`config.mk`:
```
export PLATFORM = sky130hd
export DESIGN_NAME = instr_fetch
export DESIGN_NICKNAME = d
export VERILOG_FILES = /design/src/rtl/instr_fetch.sv
export SDC_FILE = /design/constraint.sdc
export NUM_CORES = 1
export LEC_CHECK = 0
export BUFFER_PORTS_ARGS = -buffer_cell sky130_fd_sc_hd__buf_4
export CORE_MARGIN = 2
export CORE_UTILIZATION = 55
export DETAILED_ROUTE_END_ITERATION = 10
export PLACE_DENSITY = 0.82
export RECOVER_POWER = 50
export SYNTH_ARGS = -nofsm -noshare
export SYNTH_HDL_FRONTEND = slang
export SYNTH_SLANG_ARGS = --single-unit
```
`constraint.sdc`:
```
create_clock -name clk -period 4 [get_ports clk]
set_input_delay 0.4 -clock clk [delete_from_list [all_inputs] [get_ports clk]]
set_output_delay 0.4 -clock clk [all_outputs]
set_load 0.02 [all_outputs]
```
`src/rtl/instr_fetch.sv`:
```
// Instruction fetch stage: ROM fetch FSM with external-bus arbitration and a tagged instruction buffer.
// Define IFETCH_PREFETCH_EN to add a second buffer entry filled by next-address prefetch.
module instr_fetch #(
  parameter int WAIT_STATES = 2,
  parameter int ADDR_W      = 16
) (
  input  logic              clk,
  input  logic              rst,
  input  logic [ADDR_W-1:0] pc,
  input  logic              fetch_req,
  input  logic              flush,
  input  logic              bus_grant,
  input  logic [15:0]       rom_data,
  output logic [15:0]       instr,
  output logic              instr_valid,
  output logic              stall,
  output logic              bus_req,
  output logic              ROM_CE,
  output logic              ROM_OE,
  output logic [ADDR_W-1:0] rom_addr_o
);

  typedef enum logic [1:0] {S_IDLE, S_SETUP, S_WAIT, S_LATCH} state_t;

  state_t            state;
  logic [ADDR_W-1:0] fetch_addr;
  logic [2:0]        wait_cnt;
  logic              hit;
  logic              start_fetch;
  logic [ADDR_W-1:0] start_addr;
  logic              fill;

  // A fill only happens when the access is not being discarded the same cycle.
  assign fill = (state == S_LATCH) && !flush;

`ifdef IFETCH_PREFETCH_EN
  logic [15:0]       buf_data [2];
  logic [ADDR_W-1:0] buf_tag  [2];
  logic [1:0]        buf_v;
  logic [1:0]        way_hit;
  logic              newest;
  logic              victim;
  logic              cur_pf;
  logic              pf_arm;
  logic [ADDR_W-1:0] pf_addr;
  logic              pf_present;
  logic              demand_miss;
  logic              start_pf;

  // NOTE: every always_comb output gets a value on every path, so no latch is inferred.
  always_comb begin
    way_hit = '0;
    for (int i = 0; i < 2; i++) begin
      way_hit[i] = buf_v[i] && (buf_tag[i] == pc);
    end
  end

  assign hit   = (state == S_IDLE) && fetch_req && (|way_hit);
  assign instr = way_hit[1] ? buf_data[1] : buf_data[0];

  // Next-address prefetch runs once per demand fill, and only when that line is not already held.
  assign pf_addr     = buf_tag[newest] + ADDR_W'(1);
  assign pf_present  = (buf_v[0] && (buf_tag[0] == pf_addr)) ||
                       (buf_v[1] && (buf_tag[1] == pf_addr));
  assign demand_miss = fetch_req && !hit;
  assign start_pf    = pf_arm && buf_v[newest] && !pf_present && !demand_miss;
  assign start_fetch = demand_miss || start_pf;
  assign start_addr  = demand_miss ? pc : pf_addr;
  assign victim      = !buf_v[0] ? 1'b0 : (!buf_v[1] ? 1'b1 : !newest);

  always_ff @(posedge clk) begin
    if (!rst) begin
      buf_v       <= '0;
      buf_data[0] <= '0;
      buf_data[1] <= '0;
      buf_tag[0]  <= '0;
      buf_tag[1]  <= '0;
      newest      <= 1'b0;
      cur_pf      <= 1'b0;
      pf_arm      <= 1'b0;
    end else if (flush) begin
      buf_v  <= '0;
      pf_arm <= 1'b0;
    end else begin
      if ((state == S_IDLE) && start_fetch) begin
        cur_pf <= !demand_miss;
        if (!demand_miss) pf_arm <= 1'b0;
      end
      if (fill) begin
        buf_data[victim] <= rom_data;
        buf_tag[victim]  <= fetch_addr;
        buf_v[victim]    <= 1'b1;
        newest           <= victim;
        if (!cur_pf) pf_arm <= 1'b1;
      end
    end
  end
`else
  logic [15:0]       buf_data;
  logic [ADDR_W-1:0] buf_tag;
  logic              buf_v;

  assign hit         = (state == S_IDLE) && fetch_req && buf_v && (buf_tag == pc);
  assign instr       = buf_data;
  assign start_fetch = fetch_req && !hit;
  assign start_addr  = pc;

  // NOTE: the data register is reset as well, because instr must read 0 straight out of reset.
  always_ff @(posedge clk) begin
    if (!rst) begin
      buf_v    <= 1'b0;
      buf_data <= '0;
      buf_tag  <= '0;
    end else if (flush) begin
      buf_v <= 1'b0;
    end else if (fill) begin
      buf_data <= rom_data;
      buf_tag  <= fetch_addr;
      buf_v    <= 1'b1;
    end
  end
`endif

  assign instr_valid = hit;
  assign stall       = fetch_req && !hit;

  // NOTE: state and pin registers use non-blocking assignments; reset is synchronous, active-low.
  always_ff @(posedge clk) begin
    if (!rst) begin
      state      <= S_IDLE;
      bus_req    <= 1'b0;
      ROM_CE     <= 1'b1;
      ROM_OE     <= 1'b1;
      rom_addr_o <= '0;
      fetch_addr <= '0;
      wait_cnt   <= '0;
    end else if (flush) begin
      state   <= S_IDLE;
      bus_req <= 1'b0;
      ROM_CE  <= 1'b1;
      ROM_OE  <= 1'b1;
    end else begin
      case (state)
        S_IDLE: begin
          if (start_fetch) begin
            fetch_addr <= start_addr;
            bus_req    <= 1'b1;
            state      <= S_SETUP;
          end
        end
        S_SETUP: begin
          if (bus_grant) begin
            rom_addr_o <= fetch_addr;
            ROM_CE     <= 1'b0;
            ROM_OE     <= 1'b0;
            wait_cnt   <= 3'(WAIT_STATES);
            state      <= S_WAIT;
          end
        end
        S_WAIT: begin
          // Losing the bus abandons this access; it restarts from SETUP with a fresh count.
          if (!bus_grant) begin
            ROM_CE <= 1'b1;
            ROM_OE <= 1'b1;
            state  <= S_SETUP;
          end else if (wait_cnt == 3'd1) begin
            state <= S_LATCH;
          end else begin
            wait_cnt <= wait_cnt - 3'd1;
          end
        end
        S_LATCH: begin
          ROM_CE  <= 1'b1;
          ROM_OE  <= 1'b1;
          bus_req <= 1'b0;
          state   <= S_IDLE;
        end
        default: state <= S_IDLE;
      endcase
    end
  end

endmodule

```
==> flow_summary.yaml <==
run_status:
  status: "finished, violations left"
  violations: "capacitance limit, slew limit"
setup_path:
  critPathLaunchType: "input pin"
  cp_max_fo: 55
  worstPathArrival_ns: 2.99
  crit_type: "in2reg"
  timing.rr.end: "fetch_addr[5]"
  rr_worst_depth: 5
  required_ns: 4.28
  r2r_start: "state[0]"
  ff2ff_setup_slack_ns: 1.90
  cp-end-kind: "flip-flop"
grt:
  grt_pass1_wl_um: 10900
  overflow: 0
  grt_max_degree: 56
  grt_usage: 0.237
  grt_pass1_vias: 2287
  antenna_found_initial: 0
detailed_routing:
  drtPass1Iterations: 6
  detail-route-antenna-nets: 0
  vias: 2333
  viasPerCell: 5.02
  routedWlPerCell_um: 13.6
  drc: 0
  totalWireLength_um: 6340
  drt_iter0_markers: 116
timing:
  slew_headroom: -0.269
  setup_violations: 0
  fin_setup_tns_ns: 0
  hold_viol: 0
  fin_worst_skew_ns: 0.00421
  max_freq_ghz: 0.369
  rsz0062_at_grt: "no"
  hold_ws_ns: 0.288
  period_share: 0.677
  tightestPinTransition_ns: 1.90
  fin_crit_ns: 2.71
  slew_viol_final: 56
finish:
  area_growth_pct: 20.4
  nets: 429
  antenna_cells: 0
  final_cell_count_no_fill: 465
  drive_gt1_frac: 0.154
die:
  die_area_um2: 5880
  core_area_um2: 5110
  initial_core_util: 0.569
  io_pins: 74
  fp.dieH_um: 76.7
  fp-row-count: 26
  fp.dieW_um: 76.7
hold_path:
  hold_path_class: "in2reg"
  hold_depth: 2
  holdPathEnd: "fetch_addr[1]"
  holdCritStartpoint: "pc[1]"
place:
  io_buffers: 73
  place.gp.congestion: 0.800
  dpl.hpwl_um: 4340
  placedCellCount: 449
synthesis:
  postSynthCellCount: 325
  ys_ff_latch: 72
  syn-mean-instance-area_um2: 8.94
  ys_async_sr_fraction: 0
  ys_types: 32
  synth-main-ff-cell: "dfxtp_1"
  synth_nets: 364
  yosysSeqAreaShare: 0.496
  netlist_area_um2: 2910
  yosysWarnings: 0
  synth_edf_count: 0
clock_network:
  cts_buffer_depth: 2
  clk_latency_ns: 0.34
  cts_made_buffers: 9
  cts_max_level: 3
  post_cts_buffers: 0
  cts_root_buf: "clkbuf_8"
  tritoncts: "built"
  cts_hold_buf: 0
  clk_pin_slew_ns: 0.07
  clkSinkCount: 72
  cts_resized: 0
flow_run:
  cap_violations: 1
power:
  peakVddDrop_v: 0.000240
  p_leak_nw: 1.29
  power.density_nw_per_um2: 386
==> worst max-delay path by stage <==
stage	startpoint	endpoint	cells after the start
3_3_place_gp	fetch_req	fetch_addr[14]	6
4_1_cts	state[0]	stall	6
2_1_floorplan	state[1]	stall	6
5_1_grt	rst	fetch_addr[2]	4
6_report	rst	fetch_addr[5]	5
3_5_place_dp	pc[14]	fetch_addr[5]	6
==> placed cells by master, fill, tap and decap left out <==
| master | netlist | layout |
|---|---|---|
| nand2_1 | 101 | 101 |
| dfxtp_1 | 72 | 72 |
| a21boi_0 | 48 | 48 |
| buf_4 | 2 | 39 |
| clkbuf_1 | 15 | 37 |
| a22o_1 | 16 | 16 |
| xor2_1 | 15 | 15 |
| clkbuf_8 | 0 | 12 |
| nor2_1 | 9 | 8 |
| a21oi_1 | 6 | 6 |
| inv_1 | 4 | 4 |
| o21ai_0 | 4 | 4 |
| nand2b_1 | 4 | 4 |
| nor4_1 | 3 | 3 |
| xnor2_1 | 3 | 3 |
| clkinv_2 | 0 | 3 |
| o21a_1 | 2 | 2 |
| nor2b_1 | 2 | 2 |
| ha_1 | 2 | 2 |
| or3b_4 | 1 | 1 |
| nor4_4 | 1 | 1 |
| nand3_2 | 1 | 1 |
| nand3_1 | 1 | 1 |
| nand4_1 | 1 | 1 |
| o21ai_2 | 1 | 1 |
| nor2_2 | 0 | 1 |
| or2_2 | 1 | 1 |
| nor3b_2 | 1 | 1 |
| nand4b_1 | 1 | 1 |
| nand3b_1 | 1 | 1 |
| a31o_1 | 1 | 1 |
| nor3b_1 | 1 | 1 |
| a311oi_1 | 1 | 1 |
==> sequential cells by signal (all words and copies together) (netlist names) <==
signal	count
bus_req	1
buf_tag	16
fetch_addr	16
wait_cnt	3
state	2
ROM_OE	1
instr	16
buf_v	1
rom_addr_o	16
==> kinds of logic after synthesis <==
logic type               Yosys count  share of synthesized area
AO/OA/AOI/OAI                     79                      0.204
buffers and inverters             25                     0.0430
adder cells (fa/ha/maj)            2                    0.00861
flip-flops                        72                      0.496
XOR/XNOR                          18                     0.0542
AND/OR/NAND/NOR                  129                      0.195
==> Yosys cell counts, types with 2 or more instances <==
master | number | area share
a21boi_0 | 48 | 0.12
a21oi_1 | 6 | 0.010
a22o_1 | 16 | 0.048
buf_4 | 2 | 0.0052
buf_6 | 3 | 0.012
clkbuf_1 | 15 | 0.019
dfxtp_1 | 72 | 0.50
ha_1 | 2 | 0.0086
inv_1 | 4 | 0.0052
nand2_1 | 101 | 0.13
nand2b_1 | 4 | 0.0086
nor2_1 | 9 | 0.012
nor2b_1 | 2 | 0.0043
nor4_1 | 3 | 0.0065
o21a_1 | 2 | 0.0052
o21ai_0 | 4 | 0.0069
xnor2_1 | 3 | 0.0090
xor2_1 | 15 | 0.045
==> per-layer routing <==
metal / vias up / routed length (µm) / global-route usage
li1: 1207 / - / -
met1: 1059 / 2860 / 0.299
met2: 61 / 3090 / 0.382
met3: 6 / 340 / 0.0776
met4: 0 / 58 / 0.0782
met5: - / 0 / 0
==> layout make-up <==
cell class	count	area [µm²]
Fill cell	464	1610
Sequential cell	72	1440
Multi-Input combinational cell	228	1340
Timing Repair Buffer	75	428
Clock buffer	13	169
Tap cell	70	87.6
Clock inverter	3	15.0
Inverter	4	15.0
==> worst max-delay path: stages <==
cell,delay [ns]
clkbuf_1,1.34
nand2b_1,0.26
nor2_1,0.17
o21a_1,0.57
a22o_1,0.23
==> per-stage QoR <==
step | setup slack, ns | area [µm²] | utilization | power (mW)
finish | 1.29 | 3500 | 0.685 | 1.35
detailed placement | 1.81 | 3450 | 0.675 | 0.842
global route | 0.877 | 3500 | 0.685 | 1.41
global placement | 1.87 | 3450 | 0.675 | 0.840
floorplan | 1.98 | 2910 | - | 0.798
CTS | 1.60 | 3630 | 0.711 | 1.36
==> report_power, final <==
part | switching (mW) | total (mW) | internal, mW
logic | 0.0408 | 0.0879 | 0.0471
clock network | 0.254 | 0.527 | 0.273
registers | 0.00939 | 0.737 | 0.727
(Power assumes the default switching activity.)
